===== config.mk =====
export PLATFORM = sky130hd
export DESIGN_NAME = rotate_shift_seq
export DESIGN_NICKNAME = d
export VERILOG_FILES = /design/src/rtl/rotate_shift_seq.sv
export SDC_FILE = /design/constraint.sdc
export NUM_CORES = 1
export LEC_CHECK = 0
export CORE_ASPECT_RATIO = 0.6
export CORE_MARGIN = 4
export CORE_UTILIZATION = 40
export CTS_CLUSTER_SIZE = 12
export DETAILED_ROUTE_END_ITERATION = 8
export PLACE_DENSITY = 0.73
export SYNTH_ARGS = -nofsm -noshare
export SYNTH_HDL_FRONTEND = slang
export SYNTH_SLANG_ARGS = --single-unit

===== constraint.sdc =====
create_clock -name clk -period 1.6 [get_ports clk]
set_input_delay 0.24 -clock clk [delete_from_list [all_inputs] [get_ports clk]]
set_output_delay 0.24 -clock clk [all_outputs]
set_load 0.05 [all_outputs]

===== src/rtl/rotate_shift_seq.sv =====
// Sequenced rotate/shift register: parallel load, then N rotate/shift steps with busy/done handshake.
// Optional macro ROTSEQ_BARREL_EN applies all N steps on a single RUN edge instead of one per cycle.
module rotate_shift_seq #(
   parameter int WIDTH  = 8,
   parameter int STEP_W = 4
) (
   input  logic              clk,
   input  logic              rst_n,
   input  logic              load,
   input  logic [WIDTH-1:0]  data_in,
   input  logic              start,
   input  logic [1:0]        mode,
   input  logic [STEP_W-1:0] steps,
   input  logic              ser_in,
   output logic [WIDTH-1:0]  data_out,
   output logic              ser_out,
   output logic              busy,
   output logic              done
);

   localparam int MAX_STEPS = (1 << STEP_W) - 1;

   typedef enum logic [0:0] {
      IDLE = 1'b0,
      RUN  = 1'b1
   } state_t;

   state_t            state_q, state_d;
   logic [WIDTH-1:0]  data_q, data_d;
   logic              ser_q, ser_d;
   logic              busy_q, busy_d;
   logic              done_q, done_d;
   logic [STEP_W-1:0] cnt_q, cnt_d;
   logic [1:0]        mode_q, mode_d;
   logic [WIDTH:0]    step_s;
   logic              last_s;

   // Returns {exiting bit, new word} for one step in the given mode.
   function automatic logic [WIDTH:0] step_one(input logic [WIDTH-1:0] w,
                                               input logic [1:0]       m,
                                               input logic             fill);
      logic [WIDTH:0] r;
      case (m)
         2'b00:   r = {w[0], w[0], w[WIDTH-1:1]};
         2'b01:   r = {w[WIDTH-1], w[WIDTH-2:0], w[WIDTH-1]};
         2'b10:   r = {w[0], fill, w[WIDTH-1:1]};
         2'b11:   r = {w[WIDTH-1], w[WIDTH-2:0], fill};
         default: r = {1'b0, w};
      endcase
      return r;
   endfunction

   // Chains n single steps; the last exiting bit becomes ser_out.
   function automatic logic [WIDTH:0] step_n(input logic [WIDTH-1:0]  w,
                                             input logic [1:0]        m,
                                             input logic              fill,
                                             input logic [STEP_W-1:0] n,
                                             input logic              so);
      logic [WIDTH:0] acc;
      acc = {so, w};
      for (int i = 0; i < MAX_STEPS; i++) begin
         if (STEP_W'(i) < n) begin
            acc = step_one(acc[WIDTH-1:0], m, fill);
         end else begin
            acc = acc;
         end
      end
      return acc;
   endfunction

   // Step datapath: one bit per edge, or the whole count at once in the barrel build.
   always_comb begin
`ifdef ROTSEQ_BARREL_EN
      step_s = step_n(data_q, mode_q, ser_in, cnt_q, ser_q);
      last_s = 1'b1;
`else
      step_s = step_one(data_q, mode_q, ser_in);
      last_s = (cnt_q == STEP_W'(1));
`endif
   end

   // State and datapath registers.
   always_ff @(posedge clk or negedge rst_n) begin
      if (!rst_n) begin
         state_q <= IDLE;
         data_q  <= {WIDTH{1'b0}};
         ser_q   <= 1'b0;
         busy_q  <= 1'b0;
         done_q  <= 1'b0;
         cnt_q   <= {STEP_W{1'b0}};
         mode_q  <= 2'b00;
      end else begin
         state_q <= state_d;
         data_q  <= data_d;
         ser_q   <= ser_d;
         busy_q  <= busy_d;
         done_q  <= done_d;
         cnt_q   <= cnt_d;
         mode_q  <= mode_d;
      end
   end

   // Next-state logic; load always wins and aborts a running sequence.
   always_comb begin
      state_d = state_q;
      case (state_q)
         IDLE: begin
            if (load) begin
               state_d = IDLE;
            end else if (start && (steps != {STEP_W{1'b0}})) begin
               state_d = RUN;
            end else begin
               state_d = IDLE;
            end
         end
         RUN: begin
            if (load || last_s) begin
               state_d = IDLE;
            end else begin
               state_d = RUN;
            end
         end
         default: state_d = IDLE;
      endcase
   end

   // Datapath and handshake outputs.
   always_comb begin
      data_d = data_q;
      ser_d  = ser_q;
      busy_d = busy_q;
      done_d = 1'b0;
      cnt_d  = cnt_q;
      mode_d = mode_q;
      case (state_q)
         IDLE: begin
            if (load) begin
               data_d = data_in;
            end else if (start && (steps != {STEP_W{1'b0}})) begin
               mode_d = mode;
               cnt_d  = steps;
               busy_d = 1'b1;
            end else if (start) begin
               done_d = 1'b1;
            end else begin
               done_d = 1'b0;
            end
         end
         RUN: begin
            if (load) begin
               data_d = data_in;
               busy_d = 1'b0;
               cnt_d  = {STEP_W{1'b0}};
            end else begin
               {ser_d, data_d} = step_s;
               if (last_s) begin
                  cnt_d  = {STEP_W{1'b0}};
                  busy_d = 1'b0;
                  done_d = 1'b1;
               end else begin
                  cnt_d  = cnt_q - STEP_W'(1);
               end
            end
         end
         default: begin
            busy_d = 1'b0;
         end
      endcase
   end

   assign data_out = data_q;
   assign ser_out  = ser_q;
   assign busy     = busy_q;
   assign done     = done_q;

endmodule


==> summary by stage, run 1 <==
Run status
The run finished with clean final reports.

Worst setup path
The cell with the largest stage delay on the worst path is sky130_fd_sc_hd__or3b_2. The biggest fanout along the worst timing path is 4. The kind of start point of the critical path is a flip-flop. Data on the critical path arrives at its endpoint at 1.70 ns. The kind of cell adding the most delay to the critical path is simple AND/OR/NAND/NOR gates. Traced cell by cell, the critical path runs through ha_1 -> nor3b_2 -> or3b_2 -> a2bb2oi_1. Measured in cells, the most critical reg-to-reg path has a length of 4. Counting both buffers and inverters, the worst setup path holds a total of 0. The critical path start-end classification is flip-flop to flip-flop. For this run, the slowest stage of the critical path takes 0.44 ns.

STA puts the critical path data required time at 1.78 ns. The depth of the critical timing path with buffers and inverters included is 4. STA classifies the critical path endpoint as a flip-flop.

Route
The routed length per instance is 15.6 microns. The DRC violations left is 0. The routed layout has 912 vias. The post-route antenna net violation count is 0. For this run, the detailed router's first-pass iteration total came to 4.

In this run, the number of DRC markers left after iteration 0 of detailed routing was 60. In the routed layout, each cell is associated on average with a via count of 5.21. The final wirelength is 2.72 mm.

Synthesis
After technology mapping, the gate count stands at 105. Each instance of the synthesized netlist takes up on average 10.1 sq um. The number of warnings reported in the yosys synthesis log is 0. The sequential share of the synthesized area is 42.5%. The cell area that synthesis handed to floorplanning was 0.00106 sq mm.

The number of distinct library cells after synthesis is 34. The number of nets in the synthesized netlist is 126. The synthesized design contains 18 register bits.

Placed design
Prior to clock tree synthesis, the placed netlist has a worst setup slack of -0.0471 ns. The final estimated routing congestion in global placement is 0.857. The count of buffers added on input and output ports is 29. The detailed-placement wirelength estimate is 2.02 mm.

Timing
The total count of max-transition violations in the final report is 0. The time the worst path needs with I/O delays and setup is 1.51 ns. The worst slew slack as a fraction of its limit is 65.9%. The final count of hold timing violations is 0. Dividing the final minimum period by the clock period gives 94.6%. For the final routed database, the setup TNS stands at 0 ns. The number of setup violations in the final report is 0. Setup repair after global routing left no endpoint under its margin. The setup slack of the critical path after layout is 0.0861 ns. The transition time at the pin with the least slew margin is 0.511 ns.

The worst clock skew is 0.00440 ns. Based on the critical path, the design can be clocked at up to 0.661 GHz.

Power and ir drop
IR analysis of the VDD net gives a maximum drop of 0.000602 V. The share of power burned in the clock network is 19.8%. The leakage power is 0.000697 uW. The combinational power share is 44.2%. Total power for the finished layout comes to 1950 uW. Summed over all nets, the switching power comes to 777 uW.

For this design the ratio of total power to cell area is 1320 mW/mm^2. The internal power is 1170 uW. The share of total power dissipated in sequential elements is 36.1%. The switching portion of total power is 39.8%.

GRT
The met3 usage is 5.45%. The pin count of the biggest net entering global routing is 29. The via count of the first global-routing pass was 898. The first global-routing pass estimated 4.34 mm of wire. The global-route track usage on met2 is 25.3%. The most used routing layer is met2. The global routing usage summed across all routing layers is 16.6%. The routing usage on met1 is 23.6%.

The number of antenna violations at the first check in global routing is 0. The remaining global-route overflow is 0.

Floorplanning
The placeable core area is 0.00252 sq mm. The number of rows created at floorplan is 14. The I/O pin total is 30. The initial utilization of the core area, before any placement, comes to 42.1%. The die covers 0.00357 sq mm. The width of the chip is 74.5 microns.

From bottom edge to top edge, the die measures 47.9 microns.

Layout
Cells with a size suffix above 1 make up 23.8% of the layout. The library cell used most frequently in the layout, excluding fill and tap cells, is sky130_fd_sc_hd__buf_4. The area growth from synthesis to layout is 39.4%. The final-layout fill cell count is 239. The library cells used most frequently in the layout, excluding fill and tap cells, are sky130_fd_sc_hd__buf_4 (22), sky130_fd_sc_hd__dfrtp_1 (18), sky130_fd_sc_hd__clkdlybuf4s50_1 (18).

The number of antenna diodes is 0. At the end of the flow, the number of nets in the layout was 165.

CTS
The buffer type at the clock tree root is sky130_fd_sc_hd__clkbuf_8. Buffers inserted during clock tree synthesis total 3. After clock tree synthesis, the flow added hold-fix buffers numbering 0. TritonCTS built the clock tree. The clock reaches the later pin of the worst-skew pair after 0.26 ns. The clock tree buffer depth is 2.

In this run the number of H-tree levels came out at 1. Clock-pin slew was measured on the worst setup and hold paths at 0.07 ns. The number of sinks on the clock net is 18.

Job
The number of max-cap violations is 0.

Min path
The class of the tightest hold or removal check is input pin to asynchronous set/reset pin.
## metal layers
metal | vias up | part of all wire, %
met4 | 0 | 0.29
li1 | 458 | -
met1 | 428 | 49
met2 | 24 | 46
met5 | - | 0
met3 | 2 | 4.7
## power by group through the flow
| stage | clock network, uW | logic, uW | registers (uW) |
|---|---|---|---|
| final | 386 | 862 | 704 |
| after global routing | 415 | 931 | 723 |
| after CTS | 393 | 838 | 706 |
| after detailed placement | 0 | 831 | 713 |
| after global placement | 0 | 808 | 708 |
| after floorplan | 0 | 410 | 858 |
## synthesized netlist by cell type
master	number	area (sq um)
sky130_fd_sc_hd__nand2b_4	1	13.8
sky130_fd_sc_hd__o32a_1	1	10.0
sky130_fd_sc_hd__a22oi_1	1	7.51
sky130_fd_sc_hd__dfrtp_1	18	450
sky130_fd_sc_hd__nor3b_1	1	7.51
sky130_fd_sc_hd__nor2b_1	3	18.8
sky130_fd_sc_hd__o31ai_1	2	15.0
sky130_fd_sc_hd__ha_1	2	25.0
sky130_fd_sc_hd__o221ai_1	1	8.76
sky130_fd_sc_hd__buf_2	4	20.0
sky130_fd_sc_hd__a21oi_1	5	25.0
sky130_fd_sc_hd__or3_4	1	11.3
sky130_fd_sc_hd__buf_1	2	7.51
sky130_fd_sc_hd__a21o_1	6	45.0
sky130_fd_sc_hd__nor4bb_1	1	10.0
sky130_fd_sc_hd__a21boi_0	2	15.0
sky130_fd_sc_hd__o211ai_1	1	7.51
sky130_fd_sc_hd__nand2_1	6	22.5
sky130_fd_sc_hd__or3b_2	1	8.76
sky130_fd_sc_hd__a211o_1	1	8.76
sky130_fd_sc_hd__o21ai_0	2	10.0
sky130_fd_sc_hd__nor4_2	1	12.5
sky130_fd_sc_hd__nand2b_1	2	12.5
sky130_fd_sc_hd__a2bb2oi_1	1	8.76
sky130_fd_sc_hd__nand3b_1	3	22.5
sky130_fd_sc_hd__mux2_2	1	11.3
sky130_fd_sc_hd__and3b_1	1	8.76
sky130_fd_sc_hd__a211oi_1	6	45.0
sky130_fd_sc_hd__inv_1	3	11.3
sky130_fd_sc_hd__nor3_1	2	10.0
sky130_fd_sc_hd__nor2_1	11	41.3
sky130_fd_sc_hd__mux2i_1	9	90.1
sky130_fd_sc_hd__o32ai_1	1	8.76
sky130_fd_sc_hd__mux2_4	2	30.0
## final timing paths
check | startpoint | end | slack, ns
min in group clk | ser_out | ser_out | 0.49
max in group asynchronous | rst_n | data_out[3] | 1.10
hold reg to reg | ser_out | ser_out | 0.49
setup reg to reg | cnt_q[0] | busy | 0.09
setup / recovery | cnt_q[0] | busy | 0.09
hold / removal | rst_n | cnt_q[0] | 0.30
## logic make-up after synthesis
logic type	synth area share (%)
simple gates	18.9
compound gates	20.3
flops	42.5
mux	12.4
buf+inv	3.66
fa+ha+maj	2.36
## timing repair
action | in CTS | in global routing
gates resized for setup | 0 | 1
hold endpoints to repair | 0 | 0
endpoints found under the setup margin | 0 | 3
setup buffers | 0 | 2
## sequential cells by signal, summed over array words and instances (netlist names)
name      cells
busy          1
done          1
mode_q        2
data_out      8
state_q       1
cnt_q         4
ser_out       1
## cell type report
| class | instances | area (sq um) | share of cell area [%] |
|---|---|---|---|
| multi-input combinational | 78 | 577 | 39.0 |
| sequential | 18 | 450 | 30.5 |
| timing repair buffer | 40 | 345 | 23.4 |
| clock buffer | 4 | 55.1 | 3.72 |
| tap | 32 | 40.0 | 2.71 |
| inverter | 3 | 11.3 | 0.761 |
## stage by stage
stage | utilization (%) | area (sq um) | instances | hold slack, ns
after floorplan | - | 1060 | 105 | -0.0556
after global placement | 55.7 | 1400 | 169 | 0.464
after detailed placement | 55.7 | 1400 | 169 | 0.493
after CTS | 57.8 | 1460 | 173 | 0.318
after global routing | 58.6 | 1480 | 175 | 0.329
final | 58.6 | 1480 | 175 | 0.303
Power figures use the tool's default switching activity.
==> inputs of run 2 (changes only) <==
CELL_PAD_IN_SITES_DETAIL_PLACEMENT = 2   (was unset)
CELL_PAD_IN_SITES_GLOBAL_PLACEMENT = 2   (was unset)
CORE_UTILIZATION = 28   (was 40)
PLACE_DENSITY = 0.81   (was 0.73)
==> summary by stage, run 2 (synthesis results as in run 1) <==
Worst setup path
The required time reported for the critical path endpoint is 1.78 ns. In this run the register-to-register setup slack is 0.09 ns. The data arrival time of the worst path is 1.69 ns.

In this run the worst path has a maximum fanout of 4. The critical path start-end classification is flip-flop to flip-flop. The worst setup path is captured at a flip-flop.

The endpoint of the worst-slack reg-to-reg timing path is busy. The depth of the most critical reg-to-reg path is 4. The worst register-to-register path begins at cnt_q[0]. STA classifies the critical path startpoint as a flip-flop.

CTS
The clock passes through at most 2 buffers. The clock input transition at the sequential cells of the worst setup and hold paths is 0.08 ns. The buffer type at the clock tree root is sky130_fd_sc_hd__clkbuf_8. The number of sinks on the clock net is 18. The clock tree from TritonCTS is yes. Buffers inserted during clock tree synthesis total 3. Post-CTS timing repair inserted 0 buffers for setup. The number of levels the H-tree was split into is 1. The insertion delay to the later sink of the worst-skew pair is 0.26 ns.

Job
Across the run, the number of max-cap violations was 0.

Placed design
The placed instances occupy a cell area of 0.00147 sq mm. In this run the tool buffered the top-level ports with 29 buffer cells. Summed over all nets, the half-perimeter wirelength after detailed placement is 2.75 mm. At the end of routability-driven placement, the weighted congestion stood at 0.761.

The worst-case setup slack after placement is -0.105 ns.

Run status
The run finished with clean final reports.

Timing
The worst pin sits at a relative slew slack of 66.8%. Once routing completed, OpenROAD measured the worst setup slack at 0.0917 ns. The time the worst path needs with I/O delays and setup is 1.51 ns. For the pin with the worst max-slew slack, the measured transition is 0.498 ns. The worst clock skew is 0.00688 ns. The total count of max-transition violations in the final report was 0. Setup violations remaining at the end of the flow were counted as 0. The final count of hold timing violations is 0. Static timing analysis puts the maximum clock frequency at 0.663 GHz. Setup repair after global routing left no endpoint under its margin. The tightest hold margin is 0.317 ns. The share of the clock period used by the worst path after layout is 94.3%.

Route
The final wirelength is 3.47 mm. The via count is 997. Once detail routing completed, the nets flagged for antenna violations numbered 0. The number of DRC violations after detailed-routing iteration 0 is 58.

The first TritonRoute pass finished after 2 iterations. Dividing the detail-routed via count by the number of cells gives 5.14. The DRC violations left is 0. The routed length per instance is 17.9 microns.

GRT
The wire length of the first global-routing pass is 5.91 mm. The via count of the first global-routing pass is 1139. The number of antenna violations at the first check in global routing was 0. The remaining global-route overflow is 0.

Global routing used 15.6% of the available tracks across all layers. The pin count of the biggest net entering global routing is 19.

Min path
The class of the tightest hold or removal check is input pin to asynchronous set/reset pin.

Power and ir drop
The total power density per cell area is 1290 mW/mm^2. The leakage power is 0.000714 uW. The largest voltage drop on the vdd net is 0.000558 V. Total power for the finished layout comes to 1980 uW.

Layout
The utilization after layout is 41.8%. From synthesis to final layout, the design area changed by 44.2%. The final non-filler cell area is 0.00153 sq mm. The ratio of cells with drive above 1 in the final layout is 26.5%. The repair_antennas step left the layout with diodes totalling 0. The number of nets in the layout is 169. The register with the most flip-flops in the layout has 8 of them. Leaving out fill and tap cells, the most frequent cell in the layout is sky130_fd_sc_hd__buf_4. In the layout the commonest cells are sky130_fd_sc_hd__buf_4 (26), sky130_fd_sc_hd__dfrtp_1 (18), sky130_fd_sc_hd__clkdlybuf4s50_1 (18).

Floorplanning
The width of the chip is 87.5 microns. The total die area is 0.00487 sq mm. From bottom edge to top edge, the die measures 55.7 microns. The core region is 0.00366 sq mm. The floorplan has 17 rows.

The I/O pin total is 30. The initial standard-cell utilization of the core is 29.0%.
## run 2: changes by cell type in the layout (fill, tap and decap cells not counted)
cell	change
sky130_fd_sc_hd__buf_4	+4
sky130_fd_sc_hd__ha_1	-1
sky130_fd_sc_hd__ha_2	+1
## run 2: area by class of cell
class / instances / area (sq um)
well taps: 47 / 58.8
inverters: 3 / 11.3
flip-flops and latches: 18 / 450
repair buffers: 44 / 375
clock buffers: 4 / 55.1
multi-input cells: 78 / 579
fillers: 408 / 2130
## run 2: stage by stage
stage,std cells,setup TNS [ns]
after floorplan,105,0
after global placement,190,-0.00111
after detailed placement,190,-0.386
after CTS,194,0
after global routing,194,0
final,194,0
## run 2: repair_timing
item	CTS	global route
gates resized for setup	1	1
pin swaps	0	0
hold buffers	0	0
endpoints found under the setup margin	3	1
## run 2: power breakdown
group / internal (uW) / switching (uW) / leakage (uW)
logic: 384 / 492 / 0.000464
clock network: 219 / 165 / 0.0000288
registers: 566 / 151 / 0.000221
## run 2: critical path, cell delays in order, from the launching register on
cell                        delay [ns]
sky130_fd_sc_hd__dfrtp_1          0.42
sky130_fd_sc_hd__ha_2             0.22
sky130_fd_sc_hd__nor3b_2          0.19
sky130_fd_sc_hd__or3b_2           0.44
sky130_fd_sc_hd__a2bb2oi_1        0.16
## run 2: worst max-delay path by stage
stage,end,slack [ns],start,depth (start not counted)
after global routing,busy,0.007,cnt_q[1],5
after floorplan,busy,0.20,cnt_q[0],4
after CTS,busy,0.05,cnt_q[0],4
after global placement,mode_q[1],-0.0007,steps[1],4
final,busy,0.09,cnt_q[0],4
after detailed placement,mode_q[0],-0.11,steps[2],4
## run 2: layer usage
layer  vias to the layer above  part of all wire, %  GRT usage [%]
li1                        470                    -              -
met3                         2                  3.7           3.55
met2                        17                   45           23.9
met5                         -                    0              0
met1                       508                   50           21.9
met4                         0                 0.98           4.60
==> inputs of run 3 (changes only) <==
SLEW_MARGIN = 0   (was unset)
==> results of run 3 <==
The final DEF is identical to that of run 2; final timing and power are the same.
